**src/rtl/store_monitor_pkg.sv**
```systemverilog
// Shared types for the store monitor: FSM states,
// verdict codes and the expected-store table entry.
package store_monitor_pkg;

  typedef enum logic [1:0] {
    ST_IDLE = 2'd0,
    ST_RUN  = 2'd1,
    ST_PASS = 2'd2,
    ST_FAIL = 2'd3
  } state_e;

  typedef enum logic [2:0] {
    FC_NONE    = 3'd0,
    FC_ADR     = 3'd1,
    FC_DATA    = 3'd2,
    FC_EXTRA   = 3'd3,
    FC_MISSING = 3'd4,
    FC_TIMEOUT = 3'd5
  } fail_e;

  typedef struct packed {
    logic [31:0] adr;
    logic [31:0] data;
    logic [3:0]  be;
  } entry_t;

  function automatic logic [31:0] be_mask(input logic [3:0] be);
    return {{8{be[3]}}, {8{be[2]}}, {8{be[1]}}, {8{be[0]}}};
  endfunction

endpackage

```
**src/rtl/store_exp_table.sv**
```systemverilog
// Expected-store register file: one write port,
// one combinational read port, contents survive reset.
module store_exp_table
  import store_monitor_pkg::*;
#(
  parameter int DEPTH = 16,
  localparam int IW = $clog2(DEPTH)
) (
  input  logic          clk,
  input  logic          we_i,
  input  logic [IW-1:0] widx_i,
  input  entry_t        wentry_i,
  input  logic [IW-1:0] ridx_i,
  output entry_t        rentry_o
);

  entry_t mem_q [DEPTH];

  always_ff @(posedge clk) begin
    if (we_i) mem_q[widx_i] <= wentry_i;
  end

  assign rentry_o = mem_q[ridx_i];

endmodule

```
**src/rtl/store_monitor.sv**
```systemverilog
// Observes processor stores, checks them in order against
// the expected table and reports a sticky pass/fail verdict.
module store_monitor
  import store_monitor_pkg::*;
#(
  parameter int DEPTH       = 16,
  parameter int HALT_CYCLES = 4,
  parameter int TIMEOUT     = 4096,
  localparam int IW = $clog2(DEPTH),
  localparam int CW = IW + 1
) (
  input  logic          clk,
  input  logic          reset,
  input  logic          start,
  input  logic          exp_we,
  input  logic [IW-1:0] exp_idx,
  input  logic [31:0]   exp_adr,
  input  logic [31:0]   exp_data,
  input  logic [3:0]    exp_be,
  input  logic [CW-1:0] exp_count,
  input  logic          MemWrite,
  input  logic [31:0]   DataAdr,
  input  logic [31:0]   WriteData,
  input  logic [3:0]    byteEnable,
  input  logic [31:0]   PC,
  output logic          done,
  output logic          pass,
  output logic [2:0]    fail_code,
  output logic [CW-1:0] store_cnt,
  output logic [31:0]   cycle_cnt
);

  localparam int HW = $clog2(HALT_CYCLES) + 1;

  state_e        state_q, state_d;
  fail_e         code_q, code_d;
  logic [CW-1:0] cnt_q, cnt_d;
  logic [CW-1:0] lim_q, lim_d;
  logic [31:0]   cyc_q, cyc_d;
  logic [HW-1:0] hcnt_q, hcnt_d;
  logic [31:0]   pc_q;
  entry_t        ent;
  entry_t        wentry;
  logic          tbl_we;
  logic          halt;
  logic          adr_bad;
  logic          data_bad;

  assign tbl_we = exp_we && (state_q == ST_IDLE);
  assign wentry = '{adr: exp_adr, data: exp_data, be: exp_be};

  store_exp_table #(.DEPTH(DEPTH)) u_table (
    .clk      (clk),
    .we_i     (tbl_we),
    .widx_i   (exp_idx),
    .wentry_i (wentry),
    .ridx_i   (cnt_q[IW-1:0]),
    .rentry_o (ent)
  );

  // After a clean address/lane match only the enabled lanes are compared
  assign adr_bad  = (DataAdr != ent.adr) || (byteEnable != ent.be);
  assign data_bad = |((WriteData ^ ent.data) & be_mask(ent.be));

  always_comb begin
    state_d = state_q;
    code_d  = code_q;
    cnt_d   = cnt_q;
    lim_d   = lim_q;
    cyc_d   = cyc_q;
    hcnt_d  = hcnt_q;
    halt    = 1'b0;
    unique case (state_q)
      ST_IDLE: begin
        if (start) begin
          state_d = ST_RUN;
          lim_d   = (exp_count > CW'(DEPTH)) ? CW'(DEPTH) : exp_count;
          cnt_d   = '0;
          cyc_d   = '0;
          hcnt_d  = '0;
        end
      end
      ST_RUN: begin
        cyc_d  = cyc_q + 32'd1;
        hcnt_d = (PC == pc_q) ? hcnt_q + HW'(1) : '0;
        halt   = (hcnt_d == HW'(HALT_CYCLES - 1));
        if (MemWrite && (cnt_q == lim_q)) begin
          state_d = ST_FAIL;
          code_d  = FC_EXTRA;
        end else if (MemWrite && adr_bad) begin
          state_d = ST_FAIL;
          code_d  = FC_ADR;
        end else if (MemWrite && data_bad) begin
          state_d = ST_FAIL;
          code_d  = FC_DATA;
        end else begin
          if (MemWrite) cnt_d = cnt_q + CW'(1);
          if (halt) begin
            if (cnt_d != lim_q) begin
              state_d = ST_FAIL;
              code_d  = FC_MISSING;
            end else begin
              state_d = ST_PASS;
            end
          end else if (cyc_q == 32'(TIMEOUT - 1)) begin
            state_d = ST_FAIL;
            code_d  = FC_TIMEOUT;
          end
        end
      end
      default: ;
    endcase
  end

  always_ff @(posedge clk) begin
    if (reset) begin
      state_q <= ST_IDLE;
      code_q  <= FC_NONE;
      cnt_q   <= '0;
      lim_q   <= '0;
      cyc_q   <= '0;
      hcnt_q  <= '0;
      pc_q    <= '0;
    end else begin
      state_q <= state_d;
      code_q  <= code_d;
      cnt_q   <= cnt_d;
      lim_q   <= lim_d;
      cyc_q   <= cyc_d;
      hcnt_q  <= hcnt_d;
      pc_q    <= PC;
    end
  end

  assign done      = (state_q == ST_PASS) || (state_q == ST_FAIL);
  assign pass      = (state_q == ST_PASS);
  assign fail_code = code_q;
  assign store_cnt = cnt_q;
  assign cycle_cnt = cyc_q;

endmodule
```
**config.mk**
```make
export PLATFORM = sky130hd
export DESIGN_NAME = store_monitor
export DESIGN_NICKNAME = d
export VERILOG_FILES = /design/src/rtl/store_monitor_pkg.sv /design/src/rtl/store_exp_table.sv /design/src/rtl/store_monitor.sv
export SDC_FILE = /design/constraint.sdc
export NUM_CORES = 1
export LEC_CHECK = 0
export ABC_AREA = 0
export BUFFER_PORTS_ARGS = -buffer_cell sky130_fd_sc_hd__buf_4
export CAP_MARGIN = 30
export CORE_AREA = 2 2 448 450
export CTS_BUF_LIST = sky130_fd_sc_hd__clkbuf_4 sky130_fd_sc_hd__clkbuf_8
export DETAILED_ROUTE_END_ITERATION = 12
export DIE_AREA = 0 0 450 452
export GPL_TIMING_DRIVEN = 0
export PLACE_DENSITY = 0.49
export SLEW_MARGIN = 40
export SYNTH_ARGS = -nofsm -noshare
export SYNTH_HDL_FRONTEND = slang
export SYNTH_SLANG_ARGS = --single-unit
```
**constraint.sdc**
```tcl
create_clock -name clk -period 10.7 [get_ports clk]
set_clock_uncertainty 0.2 [all_clocks]
set_input_delay 0 -clock clk [delete_from_list [all_inputs] [get_ports clk]]
set_output_delay 0 -clock clk [all_outputs]
set_load 0.01 [all_outputs]
```
# Word level (Yosys, flattened, before mapping)

Memories as Yosys holds them, arrays and structs flattened. A register that Yosys moved wholly into a read port is not among the register bits.
Cells that the tools add are included.

Bits in registers: 82
Output and inout bits: 42
Bits in writable memories: 1088
Word-level logic and storage cells: 79
Memories: 1

Memory list:

| memory        | words | bits a word | rd ports | clocked after memory_dff | write ports | line                  | text |
|---|---|---|---|---|---|---|---|
| u_table.mem_q | 16    | 68          | 1        | 1                        | 1           | store_exp_table.sv:17 | `entry_t mem_q [DEPTH];` |

Bitwise logic cells: 2
Equal/unequal tests: 16
Order comparisons: 1
Reduce and logical (&&, ||, !) cells: 15
Add/subtract/negate cells: 3
Mux-type cells: 34

Operators with widths:

| operator              | count |
|---|---|
| $pmux 32 s2           | 1 |
| $mux 5                | 10 |
| $add 32x1->32 const B | 1 |
| $and 32x32->32        | 1 |
| $eq 32x12->1 const B  | 1 |
| $eq 32x32->1          | 1 |
| $mux 32               | 1 |
| $ne 32x32->1          | 1 |
| $reduce_or 32->1      | 1 |
| $xor 32x32->32        | 1 |
| $mux 3                | 8 |
| $mux 2                | 6 |
| $pmux 5 s2            | 1 |
| $mux 4                | 2 |
| $ne 2x2->1 const B    | 4 |
| $ne 6x6->1 const B    | 1 |
| $pmux 3 s2            | 1 |
| $reduce_and 3->1      | 2 |
| $add 5x1->5 const B   | 1 |
| $eq 5x5->1            | 1 |
| $gt 5x5->1 const B    | 1 |
| $ne 5x1->1 const B    | 1 |
| $ne 5x5->1            | 1 |
| $reduce_and 5->1      | 1 |
| other kinds (13)      | 21 |

# Longest topological paths before layout

Gate-level depths: netlist of the first run.

Word-level depth: 15
Depth in mapped cells: 15

# Cells and area by module

A second synthesis of the first run with hierarchy kept.

Cell total of the unflattened synthesis: 2213
Area total of the unflattened synthesis: 45275.9 um2

Modules (own cells, without submodules):

| module          | instances | area an instance (um2) | sequential area each (um2) | cells an instance |
|---|---|---|---|---|
| store_exp_table | 1         | 40619.0                | 32671.3                    | 1682 |
| store_monitor   | 1         | 4657.0                 | 1641.6                     | 531 |

# Worst setup path before layout of the first run

OpenSTA, ideal clock, no wires.

Path type: reg2reg
Start: register state_q[1]
End: memory u_table.mem_q[0][0] in the netlist's numbering (enable)
Required time: 9922 ps
Slack: 4210 ps
Clock period less this slack: 6490 ps
Setup time: 578 ps
Data arrival time: 5712 ps
Cell stages (with the launch flop): 6
Cells stage by stage: dfxtp_1 > clkbuf_1 > nor2_1 > nand2_1 > or3_1 > nor3_1

Cells in the longest elaborated chain, start to end: 4

RTL lines:

| what                         | line                  | text |
|---|---|---|
| start: declaration           | store_monitor.sv:35   | `state_e state_q, state_d;` |
| start signal: assignment     | store_monitor.sv:125  | `state_q <= state_d;` |
| $logic_not 2->1              | store_monitor.sv:49   | `assign tbl_we = exp_we && (state_q == ST_IDLE);` |
| $logic_and 1x1->1            | store_monitor.sv:49   |  |
| $mux 1                       | store_exp_table.sv:20 | `if (we_i) mem_q[widx_i] <= wentry_i;` |
| $mux 1 (not written as such) | store_exp_table.sv:20 |  |
| end: declaration             | store_exp_table.sv:17 |  |

Every way passes these cells.

==> flow_metrics.py, run 1 <==
metrics = {
    "critical_path": {
        "path_cells": "buf_6 -> buf_6 -> buf_6 -> buf_2 -> buf_2 -> mux2i_1 -> a221oi_1 -> xnor2_1 -> nand4_1 -> dlygate4sd3_1 -> a211oi_2 -> dlygate4sd3_1 -> and4_4 -> dlygate4sd3_1 -> a31oi_4 -> or3_1 -> dlygate4sd3_1 -> o21ai_0 -> dlygate4sd3_1",
        "cp_slowest_cell": "dlygate4sd3_1",
        "critPathMaxStageDelay_ps": 690,
        "cp.arrival_ps": 8050,
        "critPathMaxFanout": 10,
        "end_kind": "flip-flop",
        "critical_path_class": "flip-flop to flip-flop",
        "r2r_cells": 19,
        "cp_data_required_time_ps": 11340,
        "start_kind": "flip-flop",
        "critPathMostFrequentCell": "dlygate4sd3_1",
    },
    "final_layout": {
        "final_util": 0.308,
        "drive_above_1_share": 0.286,
        "area_growth_pct": 29.2,
        "fillers": 19600,
        "layout.nets": 3589,
        "design_area_um2": 61200,
        "stdcell_count": 6226,
    },
    "global_route": {
        "grt_pass1_vias": 28900,
        "grtUsageTotal": 0.162,
        "grt_max_degree": 17,
        "grt_pass1_wl_um": 231000,
        "antenna_found_initial": 37,
        "overflow": 0,
    },
    "synth": {
        "yosysSeqAreaShare": 0.726,
        "yosysUniqueCellTypes": 81,
        "yosysMostFrequentCell": "edfxtp_1",
        "yosys.area.top_type": "edfxtp_1",
        "synth_commonest_cells": "edfxtp_1 (1,088), mux2i_1 (213), mux4_2 (171)",
        "syn_area_um2": 47400,
        "synth_ff_type": "edfxtp_1",
        "yosys_warnings": 0,
        "avgSynthCellArea_um2": 18.5,
        "synthCells": 2560,
        "synthArstFlopShare": 0,
        "syn-num-nets": 2745,
        "synth_edf_count": 1088,
        "synth_area_leaders": "edfxtp_1 (69%), mux4_2 (8.1%), mux2i_1 (4.5%)",
        "synth_top_area_share": 0.690,
        "ys_ff_latch": 1174,
    },
    "floorplanning": {
        "fp.dieW_um": 450,
        "die_height_um": 452,
        "num_rows": 164,
        "initial_utilization": 0.238,
        "dieArea_um2": 203000,
        "pin_count": 224,
        "coreArea_um2": 199000,
    },
    "route": {
        "ant_nets": 0,
        "drt-wirelength-per-cell_um": 26.9,
        "first_pass_iters": 5,
        "drt_iter0_markers": 2680,
        "routed_wl_um": 168000,
        "vias": 28100,
        "vias_per_cell": 4.51,
        "drc": 0,
    },
    "placement": {
        "dpl.hpwl_um": 117000,
        "post-place-ws_ps": 5060,
        "placedCellCount": 5590,
        "dpl-instance-area_um2": 54800,
        "gp_congestion": 0.813,
        "io_buffer_count": 221,
    },
    "clock_network": {
        "clock_tree.root_cell": "clkbuf_8",
        "cts-resized-gates": 0,
        "clock_latency_ps": 940,
        "h-tree-depth": 4,
        "cts.sinks": 1174,
        "path_clk_slew_ps": 60,
        "cts_max_path_buffers": 3,
        "cts_tree": "built",
        "cts_inserted_buffers": 184,
    },
    "power": {
        "peakVddDrop_mv": 0.126,
        "power.density_nw_per_um2": 153,
        "leakage_uw": 0.0200,
        "p_total_uw": 9350,
    },
    "worst_hold_path": {
        "hold_depth": 4,
        "worst_hold_path_type": "input pin to flip-flop",
    },
    "outcome": {
        "status": "finished clean",
    },
    "timing": {
        "grt_setup_unrepaired": "false",
        "slew_viol_final": 0,
        "post-route-min-period_ps": 7410,
        "worst_slack_ps": 3290,
        "hold_viol_final": 0,
        "max_freq_ghz": 0.135,
        "setup_viol": 0,
        "worstMarginPinSlew_ps": 893,
        "fin_crit_sh": 0.692,
        "slew_headroom": 0.400,
    },
    "job": {
        "maxCapViolations": 0,
    },
}
[worst max-delay path, delay by kind of cell (launching register included)]
family / cells / cell delay, ps
flip-flops: 1 / 320
multiplexers: 1 / 240
AO/OA/AOI/OAI: 4 / 560
buffers and inverters: 10 / 4800
XOR/XNOR: 1 / 350
AND/OR/NAND/NOR: 3 / 800
[kinds of logic (layout without fill, tap and decap cells)]
logic type / count (synthesis) / count (layout) / synth area share
simple gates: 388 / 388 / 0.0427
buf+inv: 134 / 1127 / 0.0178
fa+ha+maj: 3 / 3 / 0.000793
other cells: 0 / 17 / 0
xor+xnor: 167 / 167 / 0.0309
mux: 443 / 443 / 0.143
flops: 1174 / 1174 / 0.726
compound gates: 251 / 251 / 0.0388
[routing by layer]
| layer | vias up | track usage | part of all wire |
|---|---|---|---|
| met5 | - | 0 | 0.00036 |
| li1 | 12100 | - | - |
| met1 | 14800 | 0.197 | 0.40 |
| met2 | 901 | 0.289 | 0.52 |
| met3 | 273 | 0.0226 | 0.045 |
| met4 | 10 | 0.0595 | 0.034 |
[per-stage QoR]
step	hold slack (ps)	TNS (ps)
3_3_place_gp	29.4	-1124380
3_5_place_dp	35.2	0
2_1_floorplan	-101	0
4_1_cts	5.95	0
5_1_grt	107	0
6_report	91.2	0
[power breakdown]
| part | internal, uW | switching (uW) |
|---|---|---|
| logic | 226 | 297 |
| clock network | 1850 | 1890 |
| registers | 5070 | 15.1 |
[repair_timing]
action,4_1_cts,5_1_grt
buffers inserted,0,0
hold buffers,283,0
hold endpoints to repair,1972,0
[layout make-up]
cell class	count	area, um^2	share of cell area
flip-flops and latches	1174	34400	0.562
diodes	17	42.5	0.000695
repair buffers	658	6740	0.110
inverters	15	56.3	0.000920
multi-input cells	1252	12300	0.201
well taps	2656	3320	0.0543
clock inverters	103	641	0.0105
clock buffers	232	2920	0.0478
plain buffers	119	802	0.0131
[final timing paths]
kind	start	to	slack, ps
max	flip-flop	store_cnt[0]$_SDFFE_PP0P_	3290
min	MemWrite	store_cnt[2]$_SDFFE_PP0P_	90
max reg2reg	flip-flop	store_cnt[0]$_SDFFE_PP0P_	3290
min reg2reg	fail_code[2]$_SDFFE_PP0P_	fail_code[2]$_SDFFE_PP0P_	280
[sequential cells by signal, indices dropped and copies added, names as in the netlist, named ones only]
signal         count
u_table.mem_q   1088
cycle_cnt         32
pc_q              32
lim_q              5
store_cnt          5
fail_code          3
hcnt_q             3
state_q            2
[cell usage in the layout, fill, tap and decap left out, types with 17 or more instances in the layout]
| master | count |
|---|---|
| a21oi_1 | 46 |
| a221oi_1 | 32 |
| a22o_1 | 18 |
| a22oi_1 | 36 |
| buf_16 | 44 |
| buf_2 | 60 |
| buf_4 | 290 |
| buf_6 | 28 |
| buf_8 | 36 |
| clkbuf_1 | 24 |
| clkbuf_4 | 43 |
| clkbuf_8 | 189 |
| clkinv_1 | 57 |
| clkinv_2 | 30 |
| dfxtp_1 | 86 |
| diode_2 | 17 |
| dlygate4sd3_1 | 283 |
| edfxtp_1 | 1088 |
| mux2_2 | 51 |
| mux2i_1 | 212 |
| mux4_2 | 171 |
| nand2_1 | 74 |
| nand2b_1 | 18 |
| nand3_1 | 36 |
| nor2_1 | 76 |
| nor2b_1 | 46 |
| nor4_1 | 24 |
| o21ai_0 | 24 |
| o22ai_1 | 23 |
| xnor2_1 | 80 |
| xor2_1 | 87 |
Power figures use the tool's default switching activity.
==> run 2: changes to the inputs <==
Clock period 10.7 ns to 7.5 ns, I/O delays scaled along.
==> flow_metrics.py, run 2 (synthesis gave the netlist of run 1 again) <==
metrics = {
    "outcome": {
        "status": "finished clean",
    },
    "clock_network": {
        "h-tree-depth": 4,
        "cts.sinks": 1174,
        "clock_latency_ps": 940,
        "cts_setup_buffers": 0,
        "cts_max_path_buffers": 3,
        "clock_tree.root_cell": "clkbuf_8",
        "path_clk_slew_ps": 60,
        "cts_inserted_buffers": 184,
        "cts_tree": "built",
    },
    "critical_path": {
        "crit_buf_inv": 10,
        "path_depth": 20,
        "crit_family": "buffers and inverters",
        "critPathMaxFanout": 10,
        "end_kind": "flip-flop",
        "r2r_cells": 20,
        "start_kind": "flip-flop",
        "critPathMaxStageDelay_ps": 700,
        "path_cells": "buf_6 -> buf_6 -> buf_6 -> buf_2 -> clkbuf_4 -> mux2i_1 -> a22oi_1 -> nand2_1 -> xor2_1 -> nand4_1 -> dlygate4sd3_1 -> a211oi_2 -> dlygate4sd3_1 -> and4_4 -> dlygate4sd3_1 -> a31oi_4 -> or3_1 -> dlygate4sd3_1 -> o21ai_0 -> dlygate4sd3_1",
        "critPathMostFrequentCell": "dlygate4sd3_1",
        "cp.arrival_ps": 7890,
        "cp_slowest_cell": "dlygate4sd3_1",
        "cp_data_required_time_ps": 8140,
        "regToRegEndpoint": "store_cnt[0]$_SDFFE_PP0P_",
        "r2r_slack_ps": 250,
        "critical_path_class": "flip-flop to flip-flop",
    },
    "worst_hold_path": {
        "worst_hold_path_type": "input pin to flip-flop",
        "hold_depth": 4,
        "whs_endpoint": "store_cnt[2]$_SDFFE_PP0P_",
        "min_from": "MemWrite",
    },
    "final_layout": {
        "area_growth_pct": 29.2,
        "largest_register_ffs": 1088,
        "final_common_cell": "edfxtp_1",
        "final_cell_mix": "edfxtp_1 (1,088), buf_4 (289), dlygate4sd3_1 (283)",
        "max_flop_register": "u_table.mem_q",
        "fillers": 19600,
        "drive_above_1_share": 0.286,
        "stdcell_count": 6224,
        "layout.nets": 3587,
    },
    "placement": {
        "io_buffer_count": 221,
        "placedCellCount": 5590,
        "gp_congestion": 0.813,
        "dpl.hpwl_um": 117000,
    },
    "floorplanning": {
        "coreArea_um2": 199000,
        "initial_utilization": 0.238,
        "dieArea_um2": 203000,
        "pin_count": 224,
        "die_height_um": 452,
        "num_rows": 164,
        "fp.dieW_um": 450,
    },
    "global_route": {
        "antenna_found_initial": 37,
        "overflow": 0,
        "grt_pass1_vias": 28900,
        "grt_pass1_wl_um": 231000,
        "grtUsageTotal": 0.162,
        "grt_max_degree": 17,
    },
    "timing": {
        "hold_viol_final": 0,
        "fin_crit_sh": 0.967,
        "post-route-min-period_ps": 7250,
        "grt_setup_unrepaired": "false",
        "max_freq_ghz": 0.138,
        "tns_ps": 0,
        "slew_headroom": 0.419,
        "setup_viol": 0,
        "slew_viol_final": 0,
        "worstMarginPinSlew_ps": 865,
    },
    "route": {
        "ant_nets": 0,
        "vias": 28000,
        "drt-wirelength-per-cell_um": 26.9,
        "drt_iter0_markers": 2573,
        "first_pass_iters": 6,
        "routed_wl_um": 168000,
        "drc": 0,
        "vias_per_cell": 4.51,
    },
    "power": {
        "peakVddDrop_mv": 0.180,
        "power.density_nw_per_um2": 218,
        "leakage_uw": 0.0200,
    },
    "job": {
        "maxCapViolations": 0,
    },
}
run 2: changes by cell type in the layout (fill, tap and decap cells not counted), sizes merged:
cell    change
clkbuf      +4
buf         -6
run 2: power breakdown:
part | total, uW | leakage (uW) | switching [uW] | internal, uW
clock network | 5350 | 0.00189 | 2700 | 2640
logic | 745 | 0.00759 | 423 | 322
registers | 7250 | 0.0105 | 21.5 | 7230
total | 13300 | 0.0200 | 3150 | 10200
run 2: metrics by stage:
step	instance area [um^2]	total power (uW)	setup slack (ps)	util	hold slack [ps]
after floorplan	47400	7640	1010	-	-101
after global placement	52300	7980	-7650	0.264	29.4
after detailed placement	54800	8010	1860	0.276	35.2
after CTS	61200	13500	70.5	0.308	5.95
after global routing	61200	13800	14.1	0.308	107
final	61200	13300	250	0.308	105
run 2: worst max path at each step:
| stage | from | to | slack (ps) |
|---|---|---|---|
| CTS | flip-flop | store_cnt[0]$_SDFFE_PP0P_ | 70 |
| global route | flip-flop | store_cnt[0]$_SDFFE_PP0P_ | 10 |
| finish | flip-flop | store_cnt[0]$_SDFFE_PP0P_ | 250 |
| global placement | state_q[1]$_SDFFE_PP0P_ | u_table.mem_q[0][46]$_DFFE_PP_ | -7650 |
| floorplan | state_q[1]$_SDFFE_PP0P_ | u_table.mem_q[0][0]$_DFFE_PP_ | 1010 |
| detailed placement | flip-flop | flip-flop | 1860 |
run 2: what timing repair did:
| item | 4_1_cts | 5_1_grt |
|---|---|---|
| endpoints found under the hold margin | 1972 | 0 |
| gates resized for setup | 0 | 4 |
| hold buffers | 283 | 0 |
| endpoints found under the setup margin | 0 | 1 |
run 2: layout make-up:
class,count,area [um^2],area share
sequential,1174,34400,0.562
multi-input combinational,1252,12300,0.201
timing repair buffer,658,6740,0.110
tap,2656,3320,0.0543
clock buffer,232,2920,0.0478
buffer,117,800,0.0131
clock inverter,103,641,0.0105
inverter,15,56.3,0.000920
antenna,17,42.5,0.000695
run 2: worst reg2reg max path, delay by kind of cell (launching register included):
family / cells / cell delay [ps]
AOI/OAI and AO/OA: 4 / 570
xor gates and xnor gates: 1 / 160
buffers and inverters: 10 / 4770
DFF: 1 / 320
muxes: 1 / 250
and+or+nand+nor: 4 / 930
run 2: layer usage:
layer | vias to the layer above | wire length [um] | GRT usage
met1 | 14800 | 68000 | 0.197
li1 | 12100 | - | -
met3 | 269 | 7130 | 0.0226
met4 | 10 | 5620 | 0.0595
met2 | 886 | 86800 | 0.289
met5 | - | 56 | 0
==> run 3: changes to the inputs <==
Settings changed: MAX_ROUTING_LAYER set to met4, PLACE_DENSITY 0.49 to 0.42, RECOVER_POWER set to 50.
==> flow_metrics.py, run 3 (synthesis gave the netlist of run 1 again) <==
metrics = {
    "placement": {
        "dpl-instance-area_um2": 54900,
        "gp_congestion": 0.792,
        "dpl.hpwl_um": 124000,
        "io_buffer_count": 221,
        "placedCellCount": 5602,
        "post-place-ws_ps": 1590,
    },
    "route": {
        "vias_per_cell": 4.49,
        "first_pass_iters": 8,
        "drc": 0,
        "drt_iter0_markers": 2234,
        "drt-wirelength-per-cell_um": 28.1,
        "ant_nets": 0,
        "routed_wl_um": 176000,
        "vias": 28100,
    },
    "timing": {
        "setup_viol": 0,
        "max_freq_ghz": 0.148,
        "hold_viol_final": 0,
        "post-route-min-period_ps": 6750,
        "fin_crit_sh": 0.900,
        "slew_headroom": 0.408,
        "slew_viol_final": 0,
        "tns_ps": 0,
        "grt_setup_unrepaired": "false",
        "worstMarginPinSlew_ps": 878,
        "worst_slack_ps": 748,
    },
    "power": {
        "peakVddDrop_mv": 0.182,
        "leakage_uw": 0.0201,
        "power.density_nw_per_um2": 221,
        "p_total_uw": 13600,
    },
    "job": {
        "maxCapViolations": 0,
    },
    "critical_path": {
        "r2r_slack_ps": 750,
        "r2r_cells": 17,
        "critical_path_class": "flip-flop to flip-flop",
        "cp_slowest_cell": "buf_2",
        "crit_family": "buffers and inverters",
        "path_cells": "buf_6 -> buf_4 -> and2_1 -> buf_2 -> buf_2 -> a221oi_1 -> xnor2_1 -> nand4_1 -> dlygate4sd3_1 -> a211oi_2 -> dlygate4sd3_1 -> and4_4 -> a31oi_4 -> or3_1 -> dlygate4sd3_1 -> o21ai_0 -> dlygate4sd3_1",
        "critPathMaxStageDelay_ps": 690,
        "crit_buf_inv": 8,
        "critPathMostFrequentCell": "dlygate4sd3_1",
        "cp.arrival_ps": 7410,
        "start_kind": "flip-flop",
        "cp_data_required_time_ps": 8160,
        "end_kind": "flip-flop",
        "critPathMaxFanout": 10,
        "regToRegEndpoint": "store_cnt[0]$_SDFFE_PP0P_",
    },
    "clock_network": {
        "cts_inserted_buffers": 192,
        "cts_setup_buffers": 0,
        "cts.sinks": 1174,
        "path_clk_slew_ps": 60,
        "h-tree-depth": 4,
        "cts_tree": "built",
        "clock_latency_ps": 950,
        "clock_tree.root_cell": "clkbuf_8",
        "cts_max_path_buffers": 3,
    },
    "floorplanning": {
        "dieArea_um2": 203000,
        "num_rows": 164,
        "fp.dieW_um": 450,
        "die_height_um": 452,
        "initial_utilization": 0.238,
        "pin_count": 224,
        "coreArea_um2": 199000,
    },
    "final_layout": {
        "final_cell_mix": "edfxtp_1 (1,088), dlygate4sd3_1 (293), mux2i_1 (212)",
        "drive_above_1_share": 0.283,
        "fillers": 19700,
        "regArea_um2": 34400,
        "design_area_um2": 61500,
        "area_growth_pct": 29.9,
        "layout.nets": 3618,
        "stdcell_count": 6268,
        "multi_input_area_um2": 12300,
        "largest_register_ffs": 1088,
        "max_flop_register": "u_table.mem_q",
        "final_common_cell": "edfxtp_1",
    },
    "global_route": {
        "grt_pass1_wl_um": 240000,
        "grt_max_degree": 17,
        "overflow": 0,
        "grt_pass1_vias": 29100,
        "antenna_found_initial": 41,
        "grtUsageTotal": 0.176,
    },
    "worst_hold_path": {
        "worst_hold_path_type": "input pin to flip-flop",
        "hold_depth": 8,
        "min_from": "WriteData[31]",
        "whs_endpoint": "fail_code[0]$_SDFFE_PP0P_",
    },
    "outcome": {
        "status": "finished clean",
    },
}
[run 3: report_power, final]
part | switching, uW | internal (uW)
Sequential | 21.6 | 7230
Combinational | 433 | 322
Clock | 2680 | 2910
[run 3: tightest hold or removal path, delay by kind of cell]
family / cells / cell delay (ps)
xor+xnor: 1 / 70
simple gates: 2 / 210
compound gates: 4 / 770
buf+inv: 1 / 120
[run 3: per-layer routing]
| layer | track usage | up-vias | routed length (um) |
|---|---|---|---|
| met5 | - | - | 0 |
| li1 | - | 12100 | - |
| met4 | 0.0547 | 0 | 5140 |
| met2 | 0.303 | 852 | 90300 |
| met1 | 0.210 | 14900 | 72200 |
| met3 | 0.0300 | 277 | 8710 |
[run 3: layout make-up]
class	instances	area share
diodes	20	0.000813
plain buffers	119	0.0131
clock buffers	273	0.0535
clock inverters	80	0.00772
inverters	15	0.000915
multi-input cells	1252	0.200
flip-flops and latches	1174	0.559
well taps	2656	0.0540
repair buffers	679	0.111
[run 3: worst max path at each step]
| stage | to | slack (ps) | depth (start not counted) |
|---|---|---|---|
| finish | store_cnt[0]$_SDFFE_PP0P_ | 750 | 17 |
| detailed placement | flip-flop | 1590 | 13 |
| floorplan | u_table.mem_q[0][0]$_DFFE_PP_ | 1010 | 5 |
| global route | store_cnt[0]$_SDFFE_PP0P_ | 490 | 17 |
| CTS | store_cnt[0]$_SDFFE_PP0P_ | 690 | 17 |
| global placement | u_table.mem_q[0][46]$_DFFE_PP_ | -7930 | 5 |
[run 3: stage by stage]
stage	hold slack (ps)	util
after floorplan	-101	-
after global placement	28.2	0.264
after detailed placement	37.0	0.277
after CTS	25.1	0.310
after global routing	123	0.310
final	114	0.310
[run 3: what timing repair did]
action,CTS,global route
gates resized for setup,0,0
hold buffers,293,0
endpoints found under the hold margin,1950,0
